<file path="src/rtl/mips_ctrl_pkg.sv">
// Shared definitions for the multicycle MIPS control unit: opcodes, ALU-op codes,
// FSM state encoding and datapath mux-select codes.
package mips_ctrl_pkg;

    localparam logic [5:0] OP_RTYPE = 6'h00;
    localparam logic [5:0] OP_ADDI  = 6'h08;
    localparam logic [5:0] OP_ORI   = 6'h0D;
    localparam logic [5:0] OP_LUI   = 6'h0F;
    localparam logic [5:0] OP_ANDI  = 6'h0C;
    localparam logic [5:0] OP_LW    = 6'h23;
    localparam logic [5:0] OP_SW    = 6'h2B;
    localparam logic [5:0] OP_BEQ   = 6'h04;
    localparam logic [5:0] OP_BNE   = 6'h05;
    localparam logic [5:0] OP_J     = 6'h02;
    localparam logic [5:0] OP_JAL   = 6'h03;

    localparam logic [2:0] ALU_NONE    = 3'b000;
    localparam logic [2:0] ALU_ORI     = 3'b001;
    localparam logic [2:0] ALU_LUI     = 3'b010;
    localparam logic [2:0] ALU_ANDI    = 3'b011;
    localparam logic [2:0] ALU_ADD     = 3'b100;
    localparam logic [2:0] ALU_MEMADDR = 3'b101;
    localparam logic [2:0] ALU_SUB     = 3'b110;
    localparam logic [2:0] ALU_RTYPE   = 3'b111;

    localparam logic [1:0] REG_DST_RT = 2'b00;
    localparam logic [1:0] REG_DST_RD = 2'b01;
    localparam logic [1:0] REG_DST_RA = 2'b10;

    localparam logic [1:0] MEM_TO_REG_ALUOUT = 2'b00;
    localparam logic [1:0] MEM_TO_REG_MDR    = 2'b01;
    localparam logic [1:0] MEM_TO_REG_PC     = 2'b10;

    localparam logic [1:0] ALU_B_RT      = 2'b00;
    localparam logic [1:0] ALU_B_FOUR    = 2'b01;
    localparam logic [1:0] ALU_B_IMM     = 2'b10;
    localparam logic [1:0] ALU_B_IMM_SH2 = 2'b11;

    localparam logic [1:0] PC_SRC_ALU    = 2'b00;
    localparam logic [1:0] PC_SRC_ALUOUT = 2'b01;
    localparam logic [1:0] PC_SRC_JUMP   = 2'b10;

    typedef enum logic [3:0] {
        S_INIT     = 4'd0,
        S_FETCH    = 4'd1,
        S_DECODE   = 4'd2,
        S_EXEC_R   = 4'd3,
        S_EXEC_I   = 4'd4,
        S_ALU_WB   = 4'd5,
        S_MEM_ADDR = 4'd6,
        S_MEM_RD   = 4'd7,
        S_MEM_WB   = 4'd8,
        S_MEM_WR   = 4'd9,
        S_BRANCH   = 4'd10,
        S_JUMP     = 4'd11
    } state_t;

    typedef enum logic [2:0] {
        CLS_R,
        CLS_I,
        CLS_MEM,
        CLS_BRANCH,
        CLS_JUMP,
        CLS_ILLEGAL
    } op_class_t;

    // Groups opcodes by the execution path they take after DECODE.
    function automatic op_class_t classify(input logic [5:0] op);
        case (op)
            OP_RTYPE:                         return CLS_R;
            OP_ADDI, OP_ORI, OP_LUI, OP_ANDI: return CLS_I;
            OP_LW, OP_SW:                     return CLS_MEM;
            OP_BEQ, OP_BNE:                   return CLS_BRANCH;
            OP_J, OP_JAL:                     return CLS_JUMP;
            default:                          return CLS_ILLEGAL;
        endcase
    endfunction

    function automatic logic [2:0] imm_alu_op(input logic [5:0] op);
        case (op)
            OP_ORI:  return ALU_ORI;
            OP_LUI:  return ALU_LUI;
            OP_ANDI: return ALU_ANDI;
            default: return ALU_ADD;
        endcase
    endfunction

endpackage

</file>
<file path="src/rtl/ctrl_output_decoder.sv">
// Combinational control-word decoder: maps the current FSM state, the latched
// opcode and the memory-ready flag onto the datapath control signals.
module ctrl_output_decoder
    import mips_ctrl_pkg::*;
#(
    parameter int ALU_OP_WIDTH = 3
) (
    input  state_t                  state,
    input  logic [5:0]              opcode_q,
    input  logic                    rdy,
    output logic                    pc_write_o,
    output logic                    branch_eq_o,
    output logic                    branch_ne_o,
    output logic                    i_or_d_o,
    output logic                    mem_read_o,
    output logic                    mem_write_o,
    output logic                    ir_write_o,
    output logic [1:0]              reg_dst_o,
    output logic [1:0]              mem_to_reg_o,
    output logic                    reg_write_o,
    output logic                    alu_src_a_o,
    output logic [1:0]              alu_src_b_o,
    output logic [ALU_OP_WIDTH-1:0] alu_op_o,
    output logic [1:0]              pc_source_o
);

    logic [2:0] alu_code;

    // Every signal defaults to 0 so each state lists only what it asserts.
    always_comb begin
        pc_write_o   = 1'b0;
        branch_eq_o  = 1'b0;
        branch_ne_o  = 1'b0;
        i_or_d_o     = 1'b0;
        mem_read_o   = 1'b0;
        mem_write_o  = 1'b0;
        ir_write_o   = 1'b0;
        reg_dst_o    = REG_DST_RT;
        mem_to_reg_o = MEM_TO_REG_ALUOUT;
        reg_write_o  = 1'b0;
        alu_src_a_o  = 1'b0;
        alu_src_b_o  = ALU_B_RT;
        alu_code     = ALU_NONE;
        pc_source_o  = PC_SRC_ALU;

        case (state)
            S_FETCH: begin
                mem_read_o  = 1'b1;
                alu_src_b_o = ALU_B_FOUR;
                alu_code    = ALU_ADD;
                ir_write_o  = rdy;
                pc_write_o  = rdy;
            end
            S_DECODE: begin
                alu_src_b_o = ALU_B_IMM_SH2;
                alu_code    = ALU_ADD;
            end
            S_EXEC_R: begin
                alu_src_a_o = 1'b1;
                alu_src_b_o = ALU_B_RT;
                alu_code    = ALU_RTYPE;
            end
            S_EXEC_I: begin
                alu_src_a_o = 1'b1;
                alu_src_b_o = ALU_B_IMM;
                alu_code    = imm_alu_op(opcode_q);
            end
            S_ALU_WB: begin
                reg_write_o  = 1'b1;
                mem_to_reg_o = MEM_TO_REG_ALUOUT;
                reg_dst_o    = (opcode_q == OP_RTYPE) ? REG_DST_RD : REG_DST_RT;
            end
            S_MEM_ADDR: begin
                alu_src_a_o = 1'b1;
                alu_src_b_o = ALU_B_IMM;
                alu_code    = ALU_MEMADDR;
            end
            S_MEM_RD: begin
                i_or_d_o   = 1'b1;
                mem_read_o = 1'b1;
            end
            S_MEM_WB: begin
                reg_write_o  = 1'b1;
                mem_to_reg_o = MEM_TO_REG_MDR;
                reg_dst_o    = REG_DST_RT;
            end
            S_MEM_WR: begin
                i_or_d_o    = 1'b1;
                mem_write_o = 1'b1;
            end
            S_BRANCH: begin
                alu_src_a_o = 1'b1;
                alu_src_b_o = ALU_B_RT;
                alu_code    = ALU_SUB;
                pc_source_o = PC_SRC_ALUOUT;
                branch_eq_o = (opcode_q == OP_BEQ);
                branch_ne_o = (opcode_q == OP_BNE);
            end
            S_JUMP: begin
                pc_write_o  = 1'b1;
                pc_source_o = PC_SRC_JUMP;
                if (opcode_q == OP_JAL) begin
                    reg_write_o  = 1'b1;
                    reg_dst_o    = REG_DST_RA;
                    mem_to_reg_o = MEM_TO_REG_PC;
                end
            end
            default: begin
            end
        endcase
    end

    assign alu_op_o = ALU_OP_WIDTH'(alu_code);

endmodule

</file>
<file path="src/rtl/multicycle_control.sv">
// Multicycle MIPS control unit: holds the FSM state, the latched opcode and the
// retired-instruction counter; control outputs come from ctrl_output_decoder.
module multicycle_control
    import mips_ctrl_pkg::*;
#(
    parameter int ALU_OP_WIDTH  = 3,
    parameter int CNT_WIDTH     = 32,
    parameter int USE_MEM_READY = 1
) (
    input  logic                    clk,
    input  logic                    reset,
    input  logic [5:0]              opcode_i,
    input  logic                    mem_ready_i,
    output logic                    pc_write_o,
    output logic                    branch_eq_o,
    output logic                    branch_ne_o,
    output logic                    i_or_d_o,
    output logic                    mem_read_o,
    output logic                    mem_write_o,
    output logic                    ir_write_o,
    output logic [1:0]              reg_dst_o,
    output logic [1:0]              mem_to_reg_o,
    output logic                    reg_write_o,
    output logic                    alu_src_a_o,
    output logic [1:0]              alu_src_b_o,
    output logic [ALU_OP_WIDTH-1:0] alu_op_o,
    output logic [1:0]              pc_source_o,
    output logic                    illegal_opcode_o,
    output logic [CNT_WIDTH-1:0]    instr_retired_o,
    output logic [3:0]              state_o
);

    state_t     state;
    state_t     next_state;
    logic [5:0] opcode_q;
    logic       rdy;
    logic       retire;

    assign rdy = (USE_MEM_READY != 0) ? mem_ready_i : 1'b1;

    // Next-state logic; unreachable encodings fall back to INIT.
    always_comb begin
        next_state = S_INIT;
        case (state)
            S_INIT:   next_state = S_FETCH;
            S_FETCH:  next_state = rdy ? S_DECODE : S_FETCH;
            S_DECODE: begin
                case (classify(opcode_i))
                    CLS_R:      next_state = S_EXEC_R;
                    CLS_I:      next_state = S_EXEC_I;
                    CLS_MEM:    next_state = S_MEM_ADDR;
                    CLS_BRANCH: next_state = S_BRANCH;
                    CLS_JUMP:   next_state = S_JUMP;
                    default:    next_state = S_FETCH;
                endcase
            end
            S_EXEC_R, S_EXEC_I:                       next_state = S_ALU_WB;
            S_ALU_WB, S_MEM_WB, S_BRANCH, S_JUMP:     next_state = S_FETCH;
            S_MEM_ADDR: next_state = (opcode_q == OP_LW) ? S_MEM_RD : S_MEM_WR;
            S_MEM_RD:   next_state = rdy ? S_MEM_WB : S_MEM_RD;
            S_MEM_WR:   next_state = rdy ? S_FETCH : S_MEM_WR;
            default:    next_state = S_INIT;
        endcase
    end

    // An instruction retires on the clock that leaves its final state.
    assign retire = (state == S_ALU_WB) || (state == S_MEM_WB) ||
                    (state == S_BRANCH) || (state == S_JUMP)   ||
                    ((state == S_MEM_WR) && rdy);

    always_ff @(posedge clk or posedge reset) begin
        if (reset) begin
            state           <= S_INIT;
            opcode_q        <= 6'h00;
            instr_retired_o <= '0;
        end else begin
            state <= next_state;
            if (state == S_DECODE)
                opcode_q <= opcode_i;
            if (retire)
                instr_retired_o <= instr_retired_o + CNT_WIDTH'(1);
        end
    end

    assign illegal_opcode_o = (state == S_DECODE) && (classify(opcode_i) == CLS_ILLEGAL);
    assign state_o          = state;

    ctrl_output_decoder #(
        .ALU_OP_WIDTH (ALU_OP_WIDTH)
    ) u_decoder (
        .state        (state),
        .opcode_q     (opcode_q),
        .rdy          (rdy),
        .pc_write_o   (pc_write_o),
        .branch_eq_o  (branch_eq_o),
        .branch_ne_o  (branch_ne_o),
        .i_or_d_o     (i_or_d_o),
        .mem_read_o   (mem_read_o),
        .mem_write_o  (mem_write_o),
        .ir_write_o   (ir_write_o),
        .reg_dst_o    (reg_dst_o),
        .mem_to_reg_o (mem_to_reg_o),
        .reg_write_o  (reg_write_o),
        .alu_src_a_o  (alu_src_a_o),
        .alu_src_b_o  (alu_src_b_o),
        .alu_op_o     (alu_op_o),
        .pc_source_o  (pc_source_o)
    );

endmodule

</file>
<file path="config.mk">
export PLATFORM = sky130hd
export DESIGN_NAME = multicycle_control
export DESIGN_NICKNAME = d
export VERILOG_FILES = /design/src/rtl/mips_ctrl_pkg.sv /design/src/rtl/ctrl_output_decoder.sv /design/src/rtl/multicycle_control.sv
export SDC_FILE = /design/constraint.sdc
export NUM_CORES = 1
export LEC_CHECK = 0
export ABC_AREA = 1
export CAP_MARGIN = 15
export CORE_UTILIZATION = 40
export CTS_CLUSTER_DIAMETER = 200
export CTS_CLUSTER_SIZE = 40
export DETAILED_ROUTE_END_ITERATION = 7
export PLACE_DENSITY_LB_ADDON = 0.15
export SYNTH_ARGS = -nofsm -noshare
export SYNTH_HDL_FRONTEND = slang
export SYNTH_SLANG_ARGS = --single-unit
</file>
<file path="constraint.sdc">
create_clock -name clk -period 3.8 [get_ports clk]
set_clock_uncertainty 0.05 [all_clocks]
set_input_delay 0.76 -clock clk [delete_from_list [all_inputs] [get_ports clk]]
set_output_delay 0.76 -clock clk [all_outputs]
set_load 0.01 [all_outputs]
</file>
==> metrics <==
CTS Sinks=42; outcome=finished clean; CTS tree=built; final net count=530; CTS Hold Bufs=0; Fmax=0.312 GHz; Post-synth EDFFs=0; Setup crit end kind=primary output; Max Cap Violations=0; Synth Flop Type=dfrtp_1; dpl ws=0.589 ns; FF-to-FF Start=state_o[1]; Worst EP arrival=2.40 ns; R2R depth=6; Die Wd=87.4 µm; Ys Warns=0; antenna-violating nets left=0; vias in the first global route=2609; Slew @ Worst Pin=0.382 ns; clock transition at the registers of the reported paths=0.08 ns; Slowest cell on crit path=clkdlybuf4s50_1; critical path class=in -> out; Cell Area, Synth=0.00292 mm²; Synth top area share=36.0%; mean post-synth cell area=6.48 µm²; Buffers on Ports=65; number of antenna violations at the first check in global routing=0; setup ws final=0.592 ns; Hold Vio Cnt, Final=0; Max rail drop VDD=0.315 mV; wire per inst=12.0 µm; via count=2927; HP Start=instr_retired_o[9]; final core utilization=54.5%; Max Slew Vio Count=0; async set or reset register ratio after synthesis=100%; final wirelength=7.42 mm; top-count cell post-synth=nand2_1; HPWL after DPL=5.91 mm; n_diodes=0; CP Launch Type=input port; most used cell, CP=clkdlybuf4s50_1; Root Buffer=clkbuf_8; Post-Syn Nets=460; WP buf/inv=3; IO Pins=66; Pre-Repair DR Iteration Count=4; CP Cell Sequence=clkdlybuf4s50_1, inv_1, nor2_1, nand2_1, nand3_1, nor3_1, clkdlybuf4s50_1; share of cells above drive strength 1=6.53%; worst reg2reg setup slack=2.05 ns; Area contributors post-synth=dfrtp_1, nand2_1, nor2_1, inv_1, nand3_1; CTS buffer count=5; worst hold path type=reg -> reg; die height=87.4 µm; routed vias/inst=4.74; first-pass GRT wire length=12.2 mm; most frequent cells after synthesis=nand2_1, nor2_1, inv_1, dfrtp_1, nand3_1; synthesis-to-finish area growth=28.9%; min cycle time layout=3.21 ns; H-tree levels=2; number of distinct library cells after synthesis=30; slew margin rel.=74.5%; CP delay by family, top=buffers and inverters; final-report setup violation count=0; later-pin clock latency in the skew report=0.30 ns; setup bufs post-CTS=0; row count=30; post-synth top area cell=dfrtp_1; largest net degree at the start of global routing=27; cells after synthesis=450; DRC viols=0; Die Area=0.00764 mm²; FF+latch count, synth=42; setup_tns=0 ns; Initial DRC Count=157; post-synthesis sequential area ratio=36.0%; GPL Wtd Cong=0.899; hold endpoint=instr_retired_o[9]; Tcrit/Tclk final=84.4%; Worst Hold Slack=0.474 ns; post-CTS sizing=0; CP peak stage delay=0.56 ns; r2r endpoint=state_o[3]; Overall Global Routing Usage=20.4%; Worst EP required=2.99 ns; WHS Path Cells=1; core area=0.00691 mm²; CP Depth=7; RSZ-0062 raised after global routing=no; PwrDens=429 mW/mm²; Overflow after GRT=0; CP max FO=4; Pleak=0.00167 µW; CTS max path bufs=2; Initial Util=42.2%
-- flip-flops by register name (all words and copies together), names as in the netlist --
register         count
instr_retired_o     32
state_o              4
opcode_q             6
-- stage by stage --
stage | cells | area [µm²] | power [µW]
after global routing | 617 | 3760 | 1720
final | 617 | 3760 | 1610
after global placement | 609 | 3670 | 1330
after detailed placement | 609 | 3670 | 1330
after floorplan | 450 | 2920 | 1030
after CTS | 617 | 3760 | 1630
-- logic make-up (layout without fill, tap and decap cells) --
family	count (synthesis)	after routing	share of synthesized area (%)
AOI/OAI and AO/OA	19	19	3.60
xor gates and xnor gates	15	15	4.50
adders and majority gates	1	1	0.429
buffers and inverters	56	127	7.98
DFF	42	42	36.0
and+or+nand+nor	317	317	47.5
-- cell usage in the layout (no fill, tap or decap), types with 3 or more instances in the layout --
master and n:
nand3_1 25, nand2_1 183, nand2_2 9, xnor2_1 9, nand4_1 6, inv_1 49
a21oi_1 3, dfrtp_1 42, nor2_2 3, nand3b_1 4, nor2_1 74, clkdlybuf4s50_1 65
clkbuf_8 5, o21ai_0 11, nor2_4 5, xor2_1 6
-- how the worst max path moves through the flow --
stage	from	end	slack [ns]
2_1_floorplan	opcode_i[1]	illegal_opcode_o	1.60
3_3_place_gp	opcode_i[2]	illegal_opcode_o	0.65
3_5_place_dp	opcode_i[1]	illegal_opcode_o	0.59
4_1_cts	opcode_i[1]	illegal_opcode_o	0.59
5_1_grt	opcode_i[2]	illegal_opcode_o	0.44
6_report	opcode_i[1]	illegal_opcode_o	0.59
-- layer usage --
| metal | track usage (%) | vias up | part of all wire (%) |
|---|---|---|---|
| li1 | - | 1519 | - |
| met1 | 29.6 | 1338 | 50 |
| met2 | 32.2 | 66 | 45 |
| met3 | 3.03 | 4 | 4.2 |
| met4 | 4.02 | 0 | 0.66 |
| met5 | 0 | - | 0 |
-- area by class of cell --
type / instances / area (µm²)
fill: 705 / 3150
multi-input combinational: 352 / 1630
sequential: 42 / 1050
timing repair buffer: 67 / 666
inverter: 52 / 200
tap: 96 / 120
clock buffer: 5 / 68.8
clock inverter: 3 / 21.3
-- report_power, final --
part | internal (µW) | switching (µW) | leakage (µW) | total, µW
logic | 300 | 413 | 0.00107 | 713
clock network | 129 | 163 | 0.0000441 | 292
registers | 518 | 91.3 | 0.000554 | 609
total | 947 | 667 | 0.00167 | 1610
No activity file was read; power rests on OpenSTA's default activity.
